### src/rtl/alu_muldiv.sv
// RV32M-style multiply/divide unit: single-cycle multiply state, iterative
// restoring divider, and fast paths for divide-by-zero and signed overflow.
module alu_muldiv #(
  parameter int M = 32
) (
  input  logic         CLK,
  input  logic         RST,
  input  logic         START,
  input  logic [2:0]   FUN,
  input  logic [M-1:0] A,
  input  logic [M-1:0] B,
  output logic         BUSY,
  output logic         DONE,
  output logic [M-1:0] RESULT
);

  localparam int KW = $clog2(M) + 1;
  localparam logic [M-1:0] MIN_NEG  = {1'b1, {(M-1){1'b0}}};
  localparam logic [M-1:0] ALL_ONES = {M{1'b1}};

  typedef enum logic [1:0] {S_IDLE, S_MUL, S_DIV, S_FIN} state_t;

  state_t         state_q, state_d;
  logic [M-1:0]   a_q, a_d;
  logic [M-1:0]   b_q, b_d;
  logic [2:0]     fun_q, fun_d;
  logic [M-1:0]   quo_q, quo_d;
  logic [M-1:0]   rem_q, rem_d;
  logic [M-1:0]   dvs_q, dvs_d;
  logic [M-1:0]   result_q, result_d;
  logic [KW-1:0]  k_q, k_d;
  logic           busy_q, busy_d;
  logic           done_q, done_d;

  // Request-side decode, evaluated on the raw inputs at acceptance
  logic           accept;
  logic           in_signed;
  logic [M-1:0]   a_mag_in;
  logic [M-1:0]   b_mag_in;
  logic           fast_in;

  assign accept    = START && ((state_q == S_IDLE) || (state_q == S_FIN));
  assign in_signed = ~FUN[0];
  assign a_mag_in  = (in_signed && A[M-1]) ? -A : A;
  assign b_mag_in  = (in_signed && B[M-1]) ? -B : B;
  assign fast_in   = (B == '0) || (in_signed && (A == MIN_NEG) && (B == ALL_ONES));

  // Multiply: sign-extend to 2M bits so one unsigned product covers all variants
  logic           a_sgn, b_sgn;
  logic [2*M-1:0] a_ext, b_ext, prod;
  logic [M-1:0]   mul_res;
  logic [M-1:0]   fast_res;

  assign a_sgn   = (fun_q[1:0] == 2'b01) || (fun_q[1:0] == 2'b10);
  assign b_sgn   = (fun_q[1:0] == 2'b01);
  assign a_ext   = {{M{a_sgn & a_q[M-1]}}, a_q};
  assign b_ext   = {{M{b_sgn & b_q[M-1]}}, b_q};
  assign prod    = a_ext * b_ext;
  assign mul_res = (fun_q[1:0] == 2'b00) ? prod[M-1:0] : prod[2*M-1:M];

  // Only divide-by-zero and signed overflow reach the multiply state as divides
  assign fast_res = (b_q == '0) ? (fun_q[1] ? a_q : ALL_ONES)
                                : (fun_q[1] ? '0  : MIN_NEG);

  // One restoring step
  logic [M:0]     shifted;
  logic           ge;
  logic [M-1:0]   rem_step, quo_step;
  logic           q_neg, r_neg;
  logic [M-1:0]   q_fix, r_fix, div_res;

  assign shifted  = {rem_q, quo_q[M-1]};
  assign ge       = shifted >= {1'b0, dvs_q};
  assign rem_step = ge ? (shifted[M-1:0] - dvs_q) : shifted[M-1:0];
  assign quo_step = {quo_q[M-2:0], ge};

  assign q_neg    = ~fun_q[0] & (a_q[M-1] ^ b_q[M-1]);
  assign r_neg    = ~fun_q[0] & a_q[M-1];
  assign q_fix    = q_neg ? -quo_step : quo_step;
  assign r_fix    = r_neg ? -rem_step : rem_step;
  assign div_res  = fun_q[1] ? r_fix : q_fix;

  always_comb begin
    state_d  = state_q;
    a_d      = a_q;
    b_d      = b_q;
    fun_d    = fun_q;
    quo_d    = quo_q;
    rem_d    = rem_q;
    dvs_d    = dvs_q;
    result_d = result_q;
    k_d      = k_q;

    case (state_q)
      S_IDLE, S_FIN: begin
        state_d = S_IDLE;
        if (accept) begin
          a_d   = A;
          b_d   = B;
          fun_d = FUN;
          quo_d = a_mag_in;
          rem_d = '0;
          dvs_d = b_mag_in;
          k_d   = '0;
          state_d = (!FUN[2] || fast_in) ? S_MUL : S_DIV;
        end
      end
      S_MUL: begin
        result_d = fun_q[2] ? fast_res : mul_res;
        state_d  = S_FIN;
      end
      S_DIV: begin
        quo_d = quo_step;
        rem_d = rem_step;
        k_d   = k_q + 1'b1;
        if (k_q == KW'(M - 1)) begin
          result_d = div_res;
          state_d  = S_FIN;
        end
      end
      default: state_d = S_IDLE;
    endcase

    busy_d = (state_d == S_MUL) || (state_d == S_DIV);
    done_d = (state_d == S_FIN);
  end

  always_ff @(posedge CLK) begin
    if (RST) begin
      state_q  <= S_IDLE;
      a_q      <= '0;
      b_q      <= '0;
      fun_q    <= '0;
      quo_q    <= '0;
      rem_q    <= '0;
      dvs_q    <= '0;
      result_q <= '0;
      k_q      <= '0;
      busy_q   <= 1'b0;
      done_q   <= 1'b0;
    end else begin
      state_q  <= state_d;
      a_q      <= a_d;
      b_q      <= b_d;
      fun_q    <= fun_d;
      quo_q    <= quo_d;
      rem_q    <= rem_d;
      dvs_q    <= dvs_d;
      result_q <= result_d;
      k_q      <= k_d;
      busy_q   <= busy_d;
      done_q   <= done_d;
    end
  end

  assign BUSY   = busy_q;
  assign DONE   = done_q;
  assign RESULT = result_q;

endmodule

### config.mk
export PLATFORM = sky130hd
export DESIGN_NAME = alu_muldiv
export DESIGN_NICKNAME = d
export VERILOG_FILES = /design/src/rtl/alu_muldiv.sv
export SDC_FILE = /design/constraint.sdc
export NUM_CORES = 2
export LEC_CHECK = 0
export ABC_AREA = 0
export CAP_MARGIN = 25
export CORE_ASPECT_RATIO = 0.7
export CORE_MARGIN = 5
export CORE_UTILIZATION = 38
export DETAILED_ROUTE_END_ITERATION = 8
export PLACE_DENSITY = 0.57
export SETUP_SLACK_MARGIN = 0.05
export SYNTH_ARGS = -nofsm -noshare
export SYNTH_HDL_FRONTEND = slang
export SYNTH_SLANG_ARGS = --single-unit
### constraint.sdc
create_clock -name CLK -period 9.7 [get_ports CLK]
set_input_delay 0.97 -clock CLK [delete_from_list [all_inputs] [get_ports CLK]]
set_output_delay 0.97 -clock CLK [all_outputs]
set_load 0.01 [all_outputs]
Word-level counts from Yosys, hierarchy flattened
Cells that the tools add are included.
- memory bits (read-only): 0
- bits of input ports: 70
- memory bits (writable): 0
- bits in registers: 205
- output and inout port bits: 34
- logic and storage cells: 83
- bits in latches: 0
- memories: 0
- order comparisons: 1
- bitwise operators: 7
- $add $sub $neg: 6
- shift-type cells: 0
- multipliers: 1
- reductions and logical operators: 21
- muxes and demuxes: 23
- div/mod/pow operators: 0
- equality and inequality tests: 13
- operator list (operator ; count):
    2-to-1 mux 32 bit ; 14
    one-hot mux 32 bit (2 select lines) ; 3
    negation 32 bit ; 4
    == test 32 bit (second input constant) ; 2
    zero test 32 bit ; 2
    multiplier 33 x 33 -> 64 bit ; 1
    >= comparator 33 x 32 -> 1 bit ; 1
    subtractor 32 bit ; 1
    one-hot mux 6 bit (2 select lines) ; 1
    == test 2 bit (second input constant) ; 5
    adder 6 x 1 -> 6 bit (second input constant) ; 1
    == test 2 x 1 -> 1 bit (second input constant) ; 3
    == test 6 x 5 -> 1 bit (second input constant) ; 1
    2-to-1 mux 2 bit ; 3
    2-to-1 mux 6 bit ; 1
    one-hot mux 2 bit (3 select lines) ; 1
    AND reduction 2 bit ; 3
    logical AND 1 bit ; 5
    logical OR 1 bit ; 5
    bitwise AND 1 bit ; 4
    zero test 2 bit ; 2
    inequality test 2 bit (second input constant) ; 2
    nonzero test 2 bit ; 2
    inverter 1 bit ; 2
    3 further kinds ; 3

Longest topological paths before layout
- depth after elaboration: 10
- depth in mapped cells: 35
- mapped depth without buffers: 32

Least setup slack after synthesis
OpenSTA, ideal clock, no wires.
- path type: reg-to-reg
- start point: register fun_q[1]
- end point: register result_q[31], in the netlist RESULT[31]
- cell stages (with the launch flop): 34
- period minus slack after synthesis: 8.872 ns
- required time: 9.573 ns
- path slack: 0.828 ns
- buffers on the path: 2
- library setup time: 0.127 ns
- arrival time: 8.746 ns
- cells stage by stage: dfxtp_1 -> clkinv_1 -> clkbuf_1 -> ha_1 -> and2_0 -> clkbuf_1 -> nand2_1 -> inv_1 -> fa_1 -> inv_1 -> fa_1 -> inv_1 -> fa_1 -> fa_1 -> inv_1 -> fa_1 -> inv_1 -> fa_1 -> inv_1 -> fa_1 -> fa_1 -> inv_1 -> ha_1 -> and4_1 -> nand3_1 -> nor2_1 -> o221a_2 -> a21oi_1 -> o2bb2ai_1 -> nand3_1 -> a311oi_1 -> o21ai_0 -> o41ai_1 -> nand2_1
- longest elaborated chain between the ends: 7
- elaborated cells between the ends (all ways): 15
- those cells by class: 1 x mul; 2 x eq/ne; 8 x mux; 2 x bitwise; 2 x reduce/logical
- ends and longest elaborated chain (what ; line ; source):
    from (decl) ; 26 ; logic [2:0] fun_q, fun_d;
    from (signal assigned) ; 145 ; fun_q <= fun_d;
    == test 2 x 1 -> 1 bit / == test 2 bit (equally long branches) ; 54, 55 ;
    logical OR 1 bit ; 54 ; assign a_sgn = (fun_q[1:0] == 2'b01) || (fun_q[1:0] == 2'b10);
    bitwise AND 1 bit ; 56 ; assign a_ext = {{M{a_sgn & a_q[M-1]}}, a_q};
    multiplier 33 x 33 -> 64 bit ; 58 ; assign prod = a_ext * b_ext;
    2-to-1 mux 32 bit ; 59 ; assign mul_res = (fun_q[1:0] == 2'b00) ? prod[M-1:0] : prod[2*M-1:M];
    2-to-1 mux 32 bit ; 109 ; result_d = fun_q[2] ? fast_res : mul_res;
    one-hot mux 32 bit (2 select lines) (*) ; 94 ; case (state_q)
    to (signal assigned) ; 149 ; result_q <= result_d;
    to (decl) ; 30 ; logic [M-1:0] result_q, result_d;
Every way passes the cells marked *; elsewhere a longest branch is shown, timed or not. The select of a mux whose other input is x is not followed.
A chain may end at the register's enable or synchronous reset.

Final worst setup path
- start point: register fun_q[0]
- end point: register result_q[13], in the netlist RESULT[13]
The elaborated chain is that of the path after synthesis.

==> impl_metrics.yaml <==
synth:
  synth_flop_cell: "dfxtp_1"
  ys_ff_latch: 204
  synth_compound_area_frac: 0.0966
  async_flop_share: 0
  synthMuxAreaShare: 0.00514
  yosys.cell_types.count: 87
  ys_seq_area_frac: 0.0784
  synth_top_family_by_area: "adder cells"
  synth_area_um2: 52100
  synth.top_cells.by_count: "1,255 x inv_1, 1,126 x fa_1, 1,110 x nand2_1"
  synth_edf_count: 0
  yosysWarnings: 0
  synthTopCellsByArea: "fa_1 43%, inv_1 9.0%, nand2_1 8.0%, dfxtp_1 7.8%, ha_1 6.1%"
  synth_top_area_frac: 0.433
  yosys.area_share.adder: 0.494
  synth_area_per_cell_um2: 8.35
  synth_xor_area_frac: 0.0328
  synth.most_common_cell: "inv_1"
  synthSimpleGateAreaFrac: 0.173
  post-synth-top-area-cell: "fa_1"
  syn-num-nets: 7687
  synthCells: 6235
route:
  route.detailed.drc: 0
  drtAntennaViolNets: 0
  wire_per_inst_um: 22.0
  dr.pass1.iters: 8
  vias: 42800
  first_iter_violations: 4068
  avgViaCountPerCell: 5.36
  totalWireLength_um: 175000
sta:
  timing.final.setup_violations: 0
  clock-skew-final_ns: 0.0238
  period_share: 0.954
  slew_viol_final: 0
  rsz0062_at_grt: "yes"
  max_slew_margin: 0.265
  hold_viol_final: 0
  worstMarginPinSlew_ns: 1.10
  post-route-min-period_ns: 9.26
  final.setup.tns_ns: 0
  fmax_mhz: 108
power:
  p_seq_frac: 0.149
  sw_frac_of_total: 0.576
  comb_power_share: 0.739
  clockPowerShare: 0.112
  internal_power_mw: 3.96
  peakVddDrop_v: 0.000142
  p_leak_nw: 25.3
  switchingPower_mw: 5.38
  power_density_nw_per_um2: 166
placement:
  placed_cells: 7920
  gp_congestion: 0.946
  io_buffers: 103
  hpwl_um: 143000
min_path:
  hold_path.class: "flip-flop to flip-flop"
cells_and_area:
  finalNonFillerCells: 7984
  area_growth_pct: 7.99
  drive_above_1_share: 0.0433
  n_fill_cell: 13700
  nets: 7576
global_routing:
  grt_pass1_wl_um: 272000
  antenna_found_initial: 1
  grt_pass1_vias: 43200
  track_usage: 0.242
  gr-total-overflow: 0
  grt_max_degree: 91
die:
  core_area_um2: 136000
  die_w_um: 453
  die_h_um: 320
  start_util: 0.383
  die_area_um2: 145000
  rows: 113
  ioPinCount: 104
clock_network:
  cts_tree: "yes"
  insertion_delay_ns: 0.58
  clk_pin_slew_worst_paths_ns: 0.07
  clockBufferDepth: 3
  root_buffer: "clkbuf_16"
  ctsHoldBuffers: 0
  cts_max_level: 1
  numCtsBuffers: 25
  numClockSinks: 204
run_status:
  status: "completed"
worst_setup_path:
  slowest_delay_ns: 0.74
  worstPathRequired_ns: 10.12
  cp_slowest_cell: "fa_1"
  crit_family: "adder cells"
  cpMostUsedCell: "fa_1"
  worstPathArrival_ns: 9.68
  cp-end-kind: "flip-flop"
  cp-start-kind: "flip-flop"
  cp_max_fo: 13
  critPathBufInv: 8
  critPathKind: "flip-flop to flip-flop"
job:
  drv_cap: 0
==> power by group through the flow <==
stage	combinational [mW]	clock, mW	sequential, mW
2_1_floorplan	4.43	0	1.13
4_1_cts	6.69	1.05	1.41
5_1_grt	7.51	1.08	1.41
3_3_place_gp	6.59	0	1.44
3_5_place_dp	6.64	0	1.43
6_report	6.90	1.04	1.40
==> worst min-delay path, stage by stage (launching register included) <==
cell and delay [ns]:
dfxtp_1 0.31, nand2_1 0.05, a21oi_1 0.05
==> cell families after synthesis <==
logic type / Yosys count
AOI/OAI and AO/OA: 780
xor gates and xnor gates: 195
adders and majority gates: 1382
buffers and inverters: 1655
DFF: 204
muxes: 26
and+or+nand+nor: 1993
==> worst paths after layout <==
path,start,cells after the start,slack [ns],end
setup / recovery,fun_q[0],29,0.44,RESULT[13]
hold / removal,b_q[14],2,0.46,b_q[14]
setup reg to reg,fun_q[0],29,0.44,RESULT[13]
hold reg to reg,b_q[14],2,0.46,b_q[14]
==> repair_timing <==
action                                  in CTS  in global routing
gates resized for setup                      0                  3
buffers inserted                             0                  7
endpoints found under the setup margin       0                  3
==> sequential cells by signal, summed over array words and instances (netlist names), 2 cells and up <==
name     flops
fun_q        3
rem_q       32
a_q         32
dvs_q       31
RESULT      32
k_q          6
state_q      2
quo_q       32
b_q         32
==> metrics by stage <==
stage / power [mW] / area, µm² / setup WS [ns] / utilization / hold slack [ns]
CTS: 9.16 / 56000 / 0.452 / 0.412 / 0.458
global placement: 8.03 / 55000 / 0.595 / 0.405 / 0.442
global route: 10.0 / 56200 / 0.0113 / 0.414 / 0.482
detailed placement: 8.07 / 55100 / 0.474 / 0.406 / 0.449
finish: 9.34 / 56300 / 0.445 / 0.414 / 0.456
floorplan: 5.55 / 52100 / 0.828 / - / 0.432
==> cell usage in the layout, fill, tap and decap left out, drive strengths merged, types with 67 or more instances in the layout <==
cell           synthesis  layout
dfxtp                204     204
inv                 1256    1257
buf                   25     158
xor2                  81      81
xnor2                114     114
o21ai                151     151
nor2                 249     249
a21oi                235     235
nand3                 76      76
clkdlybuf4s50          0     102
nand2               1112    1112
fa                  1126    1126
a31oi                 67      67
and2                 288     288
ha                   256     256
==> final cells by class <==
cell class                      instances  area (µm²)  area share
Multi-Input combinational cell       4376       41800       0.743
Inverter                             1257        4720      0.0839
Sequential cell                       204        4090      0.0727
Timing Repair Buffer                  260        2460      0.0438
Tap cell                             1840        2300      0.0409
Clock buffer                           30         664      0.0118
Clock inverter                         16         203     0.00360
Antenna cell                            1        2.50   0.0000445
==> routing by layer <==
| metal | routed length (µm) | vias to the layer above | global-route usage |
|---|---|---|---|
| li1 | - | 18800 | - |
| met1 | 81900 | 22000 | 0.379 |
| met2 | 72900 | 1791 | 0.348 |
| met3 | 16400 | 204 | 0.0438 |
| met4 | 4200 | 0 | 0.0507 |
| met5 | 0 | - | 0 |
Power figures use the tool's default switching activity.
